$ cat src/rtl/rename_regfile.sv
`default_nettype none
// ============================================================================
// Module      : rename_regfile
// Description : Architectural register file with rename tags for a Tomasulo-
//               style core. Each register holds a committed value and the ROB
//               tag of its youngest in-flight producer (0 = value is final).
//               Two combinational read ports with a commit bypass, one commit
//               write port and one dispatch (rename) port per cycle.
// Ports       : clk, rst                  - clock, synchronous active-high reset
//               rdy                       - global enable (low = freeze state)
//               flush                     - misprediction flush, clears all tags
//               commit_valid/_rd/_res/_dependency - ROB commit write port
//               dispatch_valid/_rd, rename_rd     - rename of a destination reg
//               rs1, rs2                  - source register indices
//               Qi/Vi, Qj/Vj              - pending tag / value for rs1 / rs2
// Revision    : 1.0 - initial release
// ============================================================================
module rename_regfile #(
    parameter int NUM_REGS = 32,
    parameter int TAG_W    = 5
) (
    input  logic              clk,
    input  logic              rst,
    input  logic              rdy,
    input  logic              flush,
    input  logic              commit_valid,
    input  logic [4:0]        commit_rd,
    input  logic [31:0]       commit_res,
    input  logic [TAG_W-1:0]  commit_dependency,
    input  logic              dispatch_valid,
    input  logic [4:0]        dispatch_rd,
    input  logic [TAG_W-1:0]  rename_rd,
    input  logic [4:0]        rs1,
    input  logic [4:0]        rs2,
    output logic [TAG_W-1:0]  Qi,
    output logic [TAG_W-1:0]  Qj,
    output logic [31:0]       Vi,
    output logic [31:0]       Vj
);

    localparam logic [4:0] c_X0 = 5'd0;

    logic [31:0]      r_val [NUM_REGS];
    logic [TAG_W-1:0] r_tag [NUM_REGS];

    logic w_commit;
    logic w_commit_clears;
    logic w_dispatch;
    logic w_byp_i;
    logic w_byp_j;

    // Writes to x0 are dropped here, so x0 keeps its reset value of zero.
    assign w_commit        = commit_valid && (commit_rd != c_X0);
    // Only the producer the register is still waiting on may clear its tag;
    // a younger rename of the same register must stay pending.
    assign w_commit_clears = w_commit && (r_tag[commit_rd] == commit_dependency);
    assign w_dispatch      = dispatch_valid && (dispatch_rd != c_X0);

    always_ff @(posedge clk) begin
        if (rst) begin
            for (int i = 0; i < NUM_REGS; i++) begin
                r_val[i] <= '0;
                r_tag[i] <= '0;
            end
        end else if (rdy) begin
            if (w_commit) begin
                r_val[commit_rd] <= commit_res;
            end
            if (flush) begin
                // Values survive a flush; only the speculative renames die.
                for (int i = 0; i < NUM_REGS; i++) begin
                    r_tag[i] <= '0;
                end
            end else begin
                if (w_commit_clears) begin
                    r_tag[commit_rd] <= '0;
                end
                // Placed after the commit clear so a same-register dispatch
                // wins the tag.
                if (w_dispatch) begin
                    r_tag[dispatch_rd] <= rename_rd;
                end
            end
        end
    end

    // Commit bypass: a reader waiting on the producer committing this cycle
    // sees the result immediately instead of one cycle later.
    assign w_byp_i = commit_valid && rdy && !rst && (rs1 != c_X0) &&
                     (commit_rd == rs1) && (r_tag[rs1] == commit_dependency);
    assign w_byp_j = commit_valid && rdy && !rst && (rs2 != c_X0) &&
                     (commit_rd == rs2) && (r_tag[rs2] == commit_dependency);

    assign Qi = w_byp_i ? '0         : r_tag[rs1];
    assign Vi = w_byp_i ? commit_res : r_val[rs1];
    assign Qj = w_byp_j ? '0         : r_tag[rs2];
    assign Vj = w_byp_j ? commit_res : r_val[rs2];

endmodule
`default_nettype wire

$ cat config.mk
export PLATFORM = sky130hd
export DESIGN_NAME = rename_regfile
export DESIGN_NICKNAME = d
export VERILOG_FILES = /design/src/rtl/rename_regfile.sv
export SDC_FILE = /design/constraint.sdc
export NUM_CORES = 2
export LEC_CHECK = 0
export BUFFER_PORTS_ARGS = -buffer_cell sky130_fd_sc_hd__buf_2
export CORE_MARGIN = 2
export CORE_UTILIZATION = 60
export DETAILED_ROUTE_END_ITERATION = 16
export PLACE_DENSITY = 0.83
export SYNTH_ARGS = -nofsm -noshare
export SYNTH_HDL_FRONTEND = slang
export SYNTH_SLANG_ARGS = --single-unit
$ cat constraint.sdc
create_clock -name clk -period 14.7 [get_ports clk]
set_input_delay 2.94 -clock clk [delete_from_list [all_inputs] [get_ports clk]]
set_output_delay 2.94 -clock clk [all_outputs]
set_load 0.03 [all_outputs]
==> flow_metrics.env <==
export IMPL_status="completed"
export IMPL_cts_root_buf="clkbuf_16"
export IMPL_antenna_found_initial=14
export IMPL_numCtsBuffers=118
export IMPL_h_tree_depth=3
export IMPL_detail_route_iter0_violations=7406
export IMPL_clock_sinks=1184
export IMPL_tightest_slew_ns=1.30
export IMPL_maxCapViolCount=0
export IMPL_grt_use_total_pct=37.6
export IMPL_required_ns=11.76
export IMPL_cts_tree="built"
export IMPL_clock_skew_ns=0.0393
export IMPL_die_y_um=334
export IMPL_fill_cells=7138
export IMPL_ios=142
export IMPL_hold_path_class="reg -> reg"
export IMPL_fin_crit_sh_pct=71.2
export IMPL_worst_setup_path_end_kind="output pin"
export IMPL_synthCells=4205
export IMPL_die_x_um=334
export IMPL_yosys_register_bits=1184
export IMPL_die_area_um2=112000
export IMPL_synth_top_area_share_pct=54.3
export IMPL_dr_pass1_iters=7
export IMPL_postRouteAntennaNets=0
export IMPL_cellPowerDensity_nw_per_um2=116
export IMPL_gp_congestion=1.03
export IMPL_synth_edf_count=1184
export IMPL_area_delta_synth_final_pct=8.88
export IMPL_wirelength_mm=209
export IMPL_synth_avg_cell_area_um2=15.6
export IMPL_post_synth_top_area_cell="edfxtp_1"
export IMPL_synth_compound_area_share_pct=2.27
export IMPL_insertion_delay_ns=0.76
export IMPL_synth_seq_area_share_pct=54.3
export IMPL_synth_area_leaders="edfxtp_1, mux4_2, and2_1"
export IMPL_synth_adder_area_share_pct=0
export IMPL_fin_crit_ns=10.46
export IMPL_yosys_area_share_simple_pct=13.2
export IMPL_cts_buffer_depth=3
export IMPL_drive_gt1_share_pct=30.5
export IMPL_synth_top_family_by_area="multiplexers"
export IMPL_cp_max_fo=126
export IMPL_synth_distinct_cells=59
export IMPL_ff_latch_area_um2=35600
export IMPL_fin_setup_tns_ns=0
export IMPL_crit_type="in -> out"
export IMPL_ctsHoldBuffers=0
export IMPL_core_um2=109000
export IMPL_grt_pass1_wl_mm=296
export IMPL_peakVddDrop_uv=102
export IMPL_cts_setup_buffers=0
export IMPL_nNetsFinal=4226
export IMPL_vias=42600
export IMPL_drt_vias_per_instance=7.51
export IMPL_leakage_nw=24.5
export IMPL_clkTransAtPathRegs_ns=0.06
export IMPL_cts_resized_gates=0
export IMPL_hpwlAfterDp_mm=120
export IMPL_final_common_cell="edfxtp_1"
export IMPL_layout_common_cells="edfxtp_1, and2_1, mux4_2"
export IMPL_synth_mux_area_share_pct=27.3
export IMPL_async_reset_ff_share_pct=0
export IMPL_port_buffers=141
export IMPL_hold_ws_ns=2.22
export IMPL_grt_max_degree=155
export IMPL_start_util_pct=60.4
export IMPL_grt_overflow_total=0
export IMPL_drc=0
export IMPL_wire_per_inst_um=36.9
export IMPL_synth_area_um2=65500
export IMPL_setup_viol=0
export IMPL_cp_data_arrival_time_ns=7.52
export IMPL_synth_ff_type="edfxtp_1"
export IMPL_clock_fmax_mhz=95.6
export IMPL_rsz0062_at_grt="no"
export IMPL_start_kind="input port"
export IMPL_multi_input_area_um2=28500
export IMPL_synthXorXnorAreaFrac_pct=0.241
export IMPL_report_final_slew_viol_count=0
export IMPL_hold_violations=0
export IMPL_rows=121
export IMPL_grt_pass1_vias=42600
export IMPL_max_slew_margin_pct=13.0
export IMPL_yosys_warnings=0
[through the flow]
step | power (mW) | instances | area, um2 | util [%] | setup WS [ns]
floorplan | 4.78 | 4241 | 65700 | - | 5.83
global placement | 5.16 | 5452 | 67400 | 62.1 | 4.51
detailed placement | 5.19 | 5452 | 67400 | 62.1 | 4.45
CTS | 8.20 | 5670 | 71300 | 65.7 | 4.42
global route | 8.40 | 5670 | 71300 | 65.7 | 4.21
finish | 8.26 | 5675 | 71300 | 65.7 | 4.24
[registers in the layout, indices dropped and copies added, names as in the netlist]
register / flops
r_tag: 160
r_val: 1024
[path summary, 6_finish.rpt]
check / start / endpoint / slack, ns / cells after the start
max: rs2[1] / Vj[1] / 4.24 / 9
min: r_tag[29][3]$_SDFFCE_PN0P_ / r_tag[12][3]$_SDFFCE_PN0P_ / 2.22 / 7
max reg2reg: r_tag[9][2]$_SDFFCE_PN0P_ / r_tag[30][3]$_SDFFCE_PN0P_ / 9.96 / 7
min reg2reg: r_tag[29][3]$_SDFFCE_PN0P_ / r_tag[12][3]$_SDFFCE_PN0P_ / 2.22 / 7
[layout make-up]
class	count	share of cell area, %
Sequential cell	1184	49.8
Tap cell	1414	2.48
Multi-Input combinational cell	2617	40.0
Timing Repair Buffer	234	2.13
Clock inverter	82	1.27
Clock buffer	136	4.23
Inverter	3	0.0193
Antenna cell	5	0.0175
[cell usage after synthesis, types with 27 or more instances]
library cell and instances:
clkbuf_1 343, or2_2 41, buf_2 50, mux2_2 109, buf_1 31, mux2i_1 103
a221oi_1 27, and2_1 1150, a21oi_1 32, o21ai_0 43, edfxtp_1 1184, nor2_1 113
nand2_1 40, mux4_2 671
[layer usage]
layer / up-vias / track usage (%) / share of wire, %
met2: 4177 / 56.4 / 45
met5: - / 0 / 0.047
met1: 21300 / 48.0 / 32
met3: 886 / 12.5 / 16
met4: 14 / 22.6 / 7.2
li1: 16200 / - / -
[kinds of logic (layout without fill, tap and decap cells)]
logic type             after synthesis  in the layout
AND/OR/NAND/NOR                   1437           1437
flip-flops                        1184           1184
multiplexers                       913            913
buffers and inverters              440            455
AO/OA/AOI/OAI                      212            212
XOR/XNOR                            18             18
other                                1             42
[where the power goes]
part	internal [mW]	switching (mW)	leakage, nW
logic	0.478	0.677	11.2
registers	3.90	0.115	11.4
clock network	1.73	1.36	1.89
total	6.11	2.15	24.5
[critical path, cell delays in order]
cell	delay [ns]
buf_8	0.49
buf_12	0.72
or3_2	0.43
buf_4	0.76
o221ai_1	0.25
a221oi_1	0.96
a21oi_1	0.35
mux2_2	0.38
buf_2	0.18
Note: power is estimated with default switching activity, not from simulation.
